<file path="src/rtl/mdio_controller.sv">
`default_nettype none
// ============================================================================
//  Module      : mdio_controller
//  Description : Clause-22 MDIO station-management master. Generates a
//                free-running MDC from CLK, serializes a 32-bit transaction
//                word MSB-first on MDIO_OUT/MDIO_OE on MDC falling events,
//                and for reads releases the bus after the register address
//                and captures 16 data bits from MDIO_IN on MDC rising events.
//  Revision    : 1.0 - initial release
// ----------------------------------------------------------------------------
//  Parameters
//    HALF_PERIOD  CLK cycles per MDC half-period (1..255)
//  Optional build macro
//    MDIO_PREAMBLE_EN  when defined, 32 preamble ones precede every frame
//  Ports
//    CLK         in   system clock, all logic on posedge
//    RESET       in   asynchronous active-low reset
//    MDIO_START  in   one-CLK request, accepted only in IDLE
//    T_DATA      in   [31:30] ST [29:28] OP [27:23] PHYAD [22:18] REGAD
//                     [17:16] TA [15:0] write data; latched at acceptance
//    MDIO_IN     in   serial data returned by the PHY during reads
//    MDC         out  management clock
//    MDIO_OUT    out  serial frame bit
//    MDIO_OE     out  1 = controller drives the bus
//    RD_DATA     out  last read result
//    DATA_RDY    out  one-CLK pulse when RD_DATA is updated
//    MDIO_DONE   out  one-CLK pulse at the end of any transaction
//    BUSY        out  high from accepted START until MDIO_DONE
// ============================================================================
module mdio_controller #(
    parameter int HALF_PERIOD = 1
) (
    input  logic        CLK,
    input  logic        RESET,
    input  logic        MDIO_START,
    input  logic [31:0] T_DATA,
    input  logic        MDIO_IN,
    output logic        MDC,
    output logic        MDIO_OUT,
    output logic        MDIO_OE,
    output logic [15:0] RD_DATA,
    output logic        DATA_RDY,
    output logic        MDIO_DONE,
    output logic        BUSY
);

    localparam logic [7:0] DIV_LAST = 8'(HALF_PERIOD - 1);

    typedef enum logic [2:0] {
        IDLE     = 3'd0,
        WAIT     = 3'd1,
        PREAMBLE = 3'd2,
        SHIFT    = 3'd3,
        TA       = 3'd4,
        READ     = 3'd5
    } state_t;

    // ------------------------------------------------------------------
    // MDC divider: runs continuously, independent of the frame FSM.
    // ------------------------------------------------------------------
    logic [7:0] div_cnt;
    logic       tick;
    logic       fall_ev;
    logic       rise_ev;

    always_ff @(posedge CLK or negedge RESET) begin
        if (!RESET) begin
            div_cnt <= 8'd0;
            MDC     <= 1'b0;
        end else if (div_cnt == DIV_LAST) begin
            div_cnt <= 8'd0;
            MDC     <= ~MDC;
        end else begin
            div_cnt <= div_cnt + 8'd1;
        end
    end

    assign tick    = (div_cnt == DIV_LAST);
    assign fall_ev = tick & MDC;
    assign rise_ev = tick & ~MDC;

    // ------------------------------------------------------------------
    // Frame FSM. bit_idx holds the index of the frame bit most recently
    // presented on the bus (or the preamble count while in PREAMBLE).
    // ------------------------------------------------------------------
    state_t      state,     state_n;
    logic [4:0]  bit_idx,   bit_idx_n;
    logic [31:0] tx_word,   tx_word_n;
    logic [15:0] rx_shift,  rx_shift_n;
    logic [15:0] rd_data_n;
    logic        out_n, oe_n, busy_n, done_n, rdy_n;
    logic [4:0]  bit_inc;
    logic        is_read;

    assign bit_inc = bit_idx + 5'd1;
    assign is_read = (tx_word[29:28] == 2'b10);

    always_ff @(posedge CLK or negedge RESET) begin
        if (!RESET) begin
            state     <= IDLE;
            bit_idx   <= 5'd0;
            tx_word   <= 32'd0;
            rx_shift  <= 16'd0;
            RD_DATA   <= 16'd0;
            MDIO_OUT  <= 1'b0;
            MDIO_OE   <= 1'b0;
            BUSY      <= 1'b0;
            MDIO_DONE <= 1'b0;
            DATA_RDY  <= 1'b0;
        end else begin
            state     <= state_n;
            bit_idx   <= bit_idx_n;
            tx_word   <= tx_word_n;
            rx_shift  <= rx_shift_n;
            RD_DATA   <= rd_data_n;
            MDIO_OUT  <= out_n;
            MDIO_OE   <= oe_n;
            BUSY      <= busy_n;
            MDIO_DONE <= done_n;
            DATA_RDY  <= rdy_n;
        end
    end

    always_comb begin
        state_n    = state;
        bit_idx_n  = bit_idx;
        tx_word_n  = tx_word;
        rx_shift_n = rx_shift;
        rd_data_n  = RD_DATA;
        out_n      = MDIO_OUT;
        oe_n       = MDIO_OE;
        busy_n     = BUSY;
        done_n     = 1'b0;
        rdy_n      = 1'b0;

        case (state)
            IDLE: begin
                // The cycle carrying the DONE pulse is already IDLE, but a
                // START there must still be ignored.
                if (MDIO_START && !MDIO_DONE) begin
                    tx_word_n = T_DATA;
                    busy_n    = 1'b1;
                    bit_idx_n = 5'd0;
                    state_n   = WAIT;
                end
            end

            WAIT: begin
                if (fall_ev) begin
                    oe_n      = 1'b1;
                    bit_idx_n = 5'd0;
`ifdef MDIO_PREAMBLE_EN
                    out_n     = 1'b1;
                    state_n   = PREAMBLE;
`else
                    out_n     = tx_word[31];
                    state_n   = SHIFT;
`endif
                end
            end

            PREAMBLE: begin
                if (fall_ev) begin
                    if (bit_idx == 5'd31) begin
                        out_n     = tx_word[31];
                        bit_idx_n = 5'd0;
                        state_n   = SHIFT;
                    end else begin
                        out_n     = 1'b1;
                        bit_idx_n = bit_inc;
                    end
                end
            end

            SHIFT: begin
                if (fall_ev) begin
                    if (bit_idx == 5'd31) begin
                        // Write complete: this is the falling event after
                        // the last data bit.
                        out_n   = 1'b0;
                        oe_n    = 1'b0;
                        done_n  = 1'b1;
                        busy_n  = 1'b0;
                        state_n = IDLE;
                    end else if (is_read && (bit_idx == 5'd13)) begin
                        // Register address done: release for turnaround.
                        out_n     = 1'b0;
                        oe_n      = 1'b0;
                        bit_idx_n = 5'd14;
                        state_n   = TA;
                    end else begin
                        out_n     = tx_word[5'd31 - bit_inc];
                        bit_idx_n = bit_inc;
                    end
                end
            end

            TA: begin
                if (fall_ev) begin
                    bit_idx_n = bit_inc;
                    if (bit_idx == 5'd15) begin
                        state_n = READ;
                    end
                end
            end

            READ: begin
                // First sample lands in the LSB and ends up as RD_DATA[15]
                // after all sixteen shifts.
                if (rise_ev) begin
                    rx_shift_n = {rx_shift[14:0], MDIO_IN};
                end
                if (fall_ev) begin
                    if (bit_idx == 5'd31) begin
                        out_n     = 1'b0;
                        oe_n      = 1'b0;
                        done_n    = 1'b1;
                        busy_n    = 1'b0;
                        rd_data_n = rx_shift;
                        rdy_n     = 1'b1;
                        state_n   = IDLE;
                    end else begin
                        bit_idx_n = bit_inc;
                    end
                end
            end

            default: begin
                state_n = IDLE;
            end
        endcase
    end

endmodule
`default_nettype wire

</file>
<file path="config.mk">
export PLATFORM = sky130hd
export DESIGN_NAME = mdio_controller
export DESIGN_NICKNAME = d
export VERILOG_FILES = /design/src/rtl/mdio_controller.sv
export SDC_FILE = /design/constraint.sdc
export NUM_CORES = 1
export LEC_CHECK = 0
export ABC_AREA = 1
export CAP_MARGIN = 20
export CORE_MARGIN = 1.5
export CORE_UTILIZATION = 56
export CTS_BUF_LIST = sky130_fd_sc_hd__clkbuf_4
export DETAILED_ROUTE_END_ITERATION = 7
export PLACE_DENSITY = 0.79
export SYNTH_ARGS = -nofsm -noshare
export SYNTH_HDL_FRONTEND = slang
export SYNTH_SLANG_ARGS = --single-unit
</file>
<file path="constraint.sdc">
create_clock -name CLK -period 2.1 [get_ports CLK]
set_clock_uncertainty 0.15 [all_clocks]
set_input_delay 0.21 -clock CLK [delete_from_list [all_inputs] [get_ports CLK]]
set_output_delay 0.21 -clock CLK [all_outputs]
set_load 0.005 [all_outputs]
</file>
==> out/results.txt <==
STA classifies the critical path endpoint as a flip-flop. The final count of hold timing violations is 0. The clock reaches the later pin of the worst-skew pair after 450 ps.

Count of flip-flops with a built-in enable after synthesis: 0. The synthesis-to-layout area growth is 21.4%. Setup violations remaining at the end of the flow were counted as 0.

After synthesis, the netlist uses 27 different library cells. The core region is 6910 um2. Combinational family with the most area after synthesis: simple AND/OR/NAND/NOR gates.

Counting I/O delays and the setup requirement, the final critical path takes 1930 ps. The final route contains 3362 vias. Die footprint: 7790 um2. Post-route total power: 5.10 mW. The max capacitance violation total is 0, and the basic-gate share of the synthesized area counting and, or, nand and nor cells is 0.225.

The maximum clock frequency is 517 MHz, and the HPWL reported at the end of detailed placement is 5900 um. The run gives 611 as the number of nets in the layout. Number of global-route vias before repair: 3269. The cell taking the most area after synthesis is sky130_fd_sc_hd__dfrtp_1. The commonest cells after synthesis are sky130_fd_sc_hd__nand2_1 (145), sky130_fd_sc_hd__dfrtp_1 (86), sky130_fd_sc_hd__inv_1 (75). Setup repair after global routing left no endpoint under its margin.

Each instance of the synthesized netlist takes up on average 8.05 um2. The floorplan step set the die width to 88.3 um. Counting every net in the synthesized netlist gives 548. In the final timing run, aggregate negative setup slack is 0 ps. The most common cell in the synthesized netlist is sky130_fd_sc_hd__nand2_1. The run gives 3 as the H-tree depth. The final non-filler cell total was 670. The run gives 0.529 as the sequential share of the synthesized area. The worst-case IR drop observed on VDD is 587 uV. The share of final-layout standard cells stronger than drive strength 1 is 0.0923, and the count of warnings emitted by yosys is 0. Kind of critical path: reg2reg.

The transition at the pin with the smallest max-transition slack works out to 565 ps. For this run, design rule violations remaining after detail routing come to 0. In the final routed layout, each cell accounts on average for 12.2 um.

CTS saw 86 sinks. The clock passes through at most 2 buffers. The logs give 0.589 for the initial standard-cell utilization of the core and 4 for the number of optimization iterations in the first detailed-route pass. The tools report the cell count after placement as 652. The worst setup path is launched from a flip-flop. The number of instances in the synthesized netlist was 506.

Pin placement for this block handled 58 I/O pins. The clock transition at the registers of the reported paths works out to 160 ps. STA puts the critical path data arrival time at 2130 ps. The number of storage elements in the synthesis netlist was 86; the total number of placement rows was 30.

Fraction of the mapped netlist area in adder cells: 0.0184. Launch point of the worst hold path: T_DATA[0]. The number of antenna violations at the first check in global routing is 0, and the fraction of post-synthesis cell area in the top cell type by area is 0.529. The run finished with clean final reports. The compound-gate portion of the synthesized area came out at 0.114.

For the worst setup path, the data required time is 2290 ps. The first global-routing pass estimated 14500 um of wire. Tracing the worst setup path back leads to its startpoint at bit_idx[1]$_DFFE_PN0P_.

The average vias per placed instance is 5.02, and the standby leakage power is 2.39 nW. The worst hold path belongs to the class in2reg. For this block, the routed nets add up to 8200 um of wire. The tools report the worst relative slew slack as 0.623. The congestion estimate from routability-driven global placement came to 0.951. The violation count after the first detailed-route iteration is 169. In this run the vertical extent of the chip is 88.3 um. Power spread over the standard cell area amounts to 1030 nW/um2.

The post-synthesis xor/xnor area fraction is 0.0129. The global-route usage over all layers is 0.236, and the count of fill cells added during filler insertion is 569. Ranked by total cell area, the synthesized netlist is headed by sky130_fd_sc_hd__dfrtp_1 (53%), sky130_fd_sc_hd__nand2_1 (13%), sky130_fd_sc_hd__inv_1 (6.9%).

The period utilization is 0.920. The tools report the max-slew violation count as 0. Among all flip-flop cells after synthesis, the most frequent one is sky130_fd_sc_hd__dfrtp_1. In this run the clock root is driven by a sky130_fd_sc_hd__clkbuf_4. The number of I/O port buffers is 57. TritonCTS built the clock tree.

The total inserted antenna cells is 0. The share of synthesized area spent on multiplexers is 0. The detail route stage leaves a number of antenna-violating nets equal to 0.

In this run, CTS created clock tree buffers numbering 9. The share of the core filled with cells in the final layout was 0.715; the fraction of synthesis flops using an asynchronous set or reset pin was 1.00. The run gives 56 as the maximum number of pins on one net before global-route repair. The cell area that synthesis handed to floorplanning was 4070 um2. Start of the worst register-to-register path: bit_idx[1]$_DFFE_PN0P_. The total overflow left after global routing is 0. The top fanout value on the critical path works out to 6.
layer usage:
metal | up-vias | share of wire | track usage
li1 | 1723 | - | -
met3 | 9 | 0.037 | 0.0522
met5 | - | 0 | 0
met4 | 0 | 0.012 | 0.0511
met2 | 57 | 0.48 | 0.391
met1 | 1573 | 0.47 | 0.323
sequential cells by signal, indices dropped and copies added, names as in the netlist:
signal and count:
BUSY 1, DATA_RDY 1, MDC 1, MDIO_DONE 1, MDIO_OE 1, MDIO_OUT 1, RD_DATA 16, bit_idx 5
div_cnt 8, rx_shift 16, state 3, tx_word 32
layout by cell type (no fill, tap or decap), types with 2 or more instances in the layout:
cell type                         instances
sky130_fd_sc_hd__nand2_1                145
sky130_fd_sc_hd__dfrtp_1                 86
sky130_fd_sc_hd__inv_1                   74
sky130_fd_sc_hd__clkdlybuf4s50_1         56
sky130_fd_sc_hd__o21ai_1                 41
sky130_fd_sc_hd__nand3_1                 39
sky130_fd_sc_hd__o21ai_0                 38
sky130_fd_sc_hd__nor2_1                  13
sky130_fd_sc_hd__buf_4                   11
sky130_fd_sc_hd__inv_2                    9
sky130_fd_sc_hd__clkbuf_4                 9
sky130_fd_sc_hd__a21oi_1                  8
sky130_fd_sc_hd__nor3_1                   5
sky130_fd_sc_hd__xor2_1                   4
sky130_fd_sc_hd__nor2_2                   4
sky130_fd_sc_hd__ha_1                     4
sky130_fd_sc_hd__inv_8                    3
sky130_fd_sc_hd__nor3_2                   2
sky130_fd_sc_hd__nand3_2                  2
sky130_fd_sc_hd__nand4_1                  2
sky130_fd_sc_hd__xnor2_1                  2
sky130_fd_sc_hd__ha_2                     2
sky130_fd_sc_hd__buf_12                   2
critical path: stages, from the launching register on:
cell and delay, ps:
sky130_fd_sc_hd__dfrtp_1 420, sky130_fd_sc_hd__ha_2 220, sky130_fd_sc_hd__and3_1 200, sky130_fd_sc_hd__ha_2 240, sky130_fd_sc_hd__o22ai_1 110, sky130_fd_sc_hd__a21oi_1 170
sky130_fd_sc_hd__nand3_2 170, sky130_fd_sc_hd__nand2_1 90, sky130_fd_sc_hd__o21ai_1 60
path summary, 6_finish.rpt:
path                                            to  slack, ps  cells after the start
max                           state[1]$_DFFE_PN0P_        170                      8
min                         tx_word[0]$_DFFE_PN0P_        140                      3
max reg2reg                   state[1]$_DFFE_PN0P_        170                      8
min reg2reg                   div_cnt[0]$_DFF_PN0_        350                      1
max in group asynchronous      MDIO_OE$_DFFE_PN0P_       1010                      3
min in group asynchronous  rx_shift[8]$_DFFE_PN0P_        150                      2
power breakdown:
group	switching [mW]	internal (mW)	total, mW
clock	0.655	0.284	0.939
sequential	0.202	2.06	2.26
combinational	1.17	0.731	1.90
through the flow:
| stage | hold WS (ps) | instance area (um2) | worst slack (ps) |
|---|---|---|---|
| detailed placement | 95.3 | 4770 | 57.5 |
| floorplan | -236 | 4070 | 199 |
| finish | 137 | 4940 | 167 |
| CTS | 135 | 4920 | 20.4 |
| global placement | 88.9 | 4770 | 115 |
| global route | 143 | 4940 | 46.9 |
area by class of cell:
| cell class | count | area [um2] | area share |
|---|---|---|---|
| Tap cell | 96 | 120 | 0.0243 |
| Inverter | 83 | 312 | 0.0631 |
| Multi-Input combinational cell | 319 | 1520 | 0.308 |
| Clock buffer | 9 | 67.6 | 0.0137 |
| Clock inverter | 7 | 75.1 | 0.0152 |
| Timing Repair Buffer | 70 | 693 | 0.140 |
| Sequential cell | 86 | 2150 | 0.436 |
logic make-up (layout without fill, tap and decap cells):
logic type,Yosys count,count (layout)
and+or+nand+nor,216,216
buffers and inverters,101,169
AOI/OAI and AO/OA,91,91
DFF,86,86
adders and majority gates,6,6
xor gates and xnor gates,6,6
timing repair:
item | CTS | global route
buffers inserted | 0 | 1
hold buffers | 1 | 0
gates resized for setup | 0 | 5
endpoints found under the setup margin | 0 | 11
endpoints found under the hold margin | 44 | 0
Note: power is estimated with default switching activity, not from simulation.
==> RTL edit (same settings) <==
The 6 states of `state_t` get a Gray code encoding in 3 bits.
--- a/src/rtl/mdio_controller.sv
+++ b/src/rtl/mdio_controller.sv
@@ -47,12 +47,12 @@
     localparam logic [7:0] DIV_LAST = 8'(HALF_PERIOD - 1);
 
     typedef enum logic [2:0] {
-        IDLE     = 3'd0,
-        WAIT     = 3'd1,
-        PREAMBLE = 3'd2,
-        SHIFT    = 3'd3,
-        TA       = 3'd4,
-        READ     = 3'd5
+        IDLE     = 3'b000,
+        WAIT     = 3'b001,
+        PREAMBLE = 3'b011,
+        SHIFT    = 3'b010,
+        TA       = 3'b110,
+        READ     = 3'b111
     } state_t;
 
     // ------------------------------------------------------------------
Formal check against the unedited RTL: same outputs for any inputs over 10 cycles, from zero or initial values and one cycle with RESET low; not proved beyond that.
==> RTL edit against the original RTL <==
First-iteration DRC count up 8.9%. Critical endpoint is now bit_idx[1]. Setup slack worse by 0.042 ns. Maximum frequency down 2.1%. Area after synthesis up 4.5%. Sequential cell count unchanged. Total power up 1.3%. Global-route usage up 0.67 points. Routed wire length up 9.6%. Final area up 4.3%. Sequential power down 2%. Largest cell class unchanged. Clock power up 2.4%. Largest power group unchanged. Die area up 4.4%.
==> RTL edit: results <==
export IMPL_status="finished clean"
export IMPL_drtIter0Drc=184
export IMPL_ys_seq_area_share_pct=50.57
export IMPL_hold_buffers=3
export IMPL_cts_made_buffers=9
export IMPL_highest_layer="met4"
export IMPL_vias_per_cell=5.086
export IMPL_power_switching_w=0.001999
export IMPL_drive_gt1_share_pct=15.91
export IMPL_drtPass1Iterations=4
export IMPL_synth_area_leaders="dfrtp_1 51%, nand2_1 12%, inv_1 6.2%, nand3_1 4.9%, o21ai_0 4.9%"
export IMPL_worstHoldPathType="in2reg"
export IMPL_postPlaceCellArea_sq_um=4946
export IMPL_met2_usage_pct=39.02
export IMPL_dp_cells=650
export IMPL_wl_met2_mm=4.207
export IMPL_stdcell_count=671
export IMPL_final_nets=609
export IMPL_place_congestion=0.9095
export IMPL_yosysWarnings=0
export IMPL_clock_latency_ns=0.45
export IMPL_grtUsageTotal_pct=24.31
export IMPL_critPathMaxStageDelay_ns=0.43
export IMPL_pwr_share_seq_pct=43.1
export IMPL_peakVddDrop_v=0.0004735
export IMPL_met3_usage_pct=6.007
export IMPL_wl_met3_um=432
export IMPL_grt_pass1_vias=3422
export IMPL_drt_total_wl_mm=8.982
export IMPL_p_leak_nw=2.450
export IMPL_final_hold_violation_count=0
export IMPL_synth_cells=501
export IMPL_ys_flop_type="dfrtp_1"
export IMPL_maxSlewHeadroom_pct=66.99
export IMPL_grt_max_degree=61
export IMPL_finalPower_w=0.005162
export IMPL_synth_commonest_cells="135 x nand2_1, 86 x dfrtp_1, 70 x inv_1, 42 x nand3_1, 42 x o21ai_0"
export IMPL_arrival_ns=2.16
export IMPL_nFillCells=602
export IMPL_syn_nets=543
export IMPL_grt_pass1_wl_mm=15.70
export IMPL_p_comb_share_pct=38.3
export IMPL_cts_root_buf="clkbuf_4"
export IMPL_met1_usage_pct=31.76
export IMPL_critPathMaxFanout=10
export IMPL_wl_met1_mm=4.141
export IMPL_dp_hpwl_mm=6.443
export IMPL_clockBufferDepth=2
export IMPL_grt_antenna_before_repair=0
export IMPL_clk_pin_slew_ns=0.14
export IMPL_ys_types=33
export IMPL_critPathTopFamily="simple AND/OR/NAND/NOR gates"
[RTL edit: cell count changes in the layout (fill, tap and decap cells not counted), moves of 3 or more]
cell and change:
a21oi_1 -5, buf_12 +3, buf_4 -3, clkinv_2 +3, inv_1 -6, inv_8 -3
nand2_1 -10, nand2_2 +6, nor2_4 +4, o21ai_0 +3, o21ai_1 -27, o21ai_2 +23
[RTL edit: path summary, 6_finish.rpt]
path | from | end | slack (ns) | cells past startpoint
setup / recovery | bit_idx[1] | bit_idx[1] | 0.13 | 11
hold / removal | T_DATA[4] | tx_word[4] | 0.14 | 3
setup reg to reg | bit_idx[1] | bit_idx[1] | 0.13 | 11
hold reg to reg | div_cnt[0] | div_cnt[0] | 0.33 | 1
max in group asynchronous | RESET | MDIO_OE | 0.27 | 4
min in group asynchronous | RESET | tx_word[14] | 0.54 | 3
[RTL edit: kinds of logic (layout without fill, tap and decap cells)]
family	count (synthesis)	count (layout)	share of synthesized area (%)
DFF	86	86	50.57
buffers and inverters	99	170	10.64
and+or+nand+nor	218	218	23.23
adders and majority gates	6	6	1.764
xor gates and xnor gates	7	7	1.441
AOI/OAI and AO/OA	85	85	12.35
[RTL edit: per-stage QoR]
stage          util (%)  setup WS, ns
2_1_floorplan         -       0.02009
3_3_place_gp      67.83        0.1591
3_5_place_dp      67.83       0.08878
5_1_grt           70.68      0.008163
4_1_cts           70.18       0.08010
6_report          70.68        0.1251
[RTL edit: layout make-up]
cell class,instances,area share (%)
multi-input combinational,316,32.36
clock buffer,9,1.311
timing repair buffer,72,14.57
sequential,86,41.76
clock inverter,7,1.432
tap,99,2.404
inverter,82,6.167
[RTL edit: tightest hold or removal path: stages]
cell,delay (ns)
clkdlybuf4s50_1,0.39
nand2_1,0.06
nand2_1,0.04
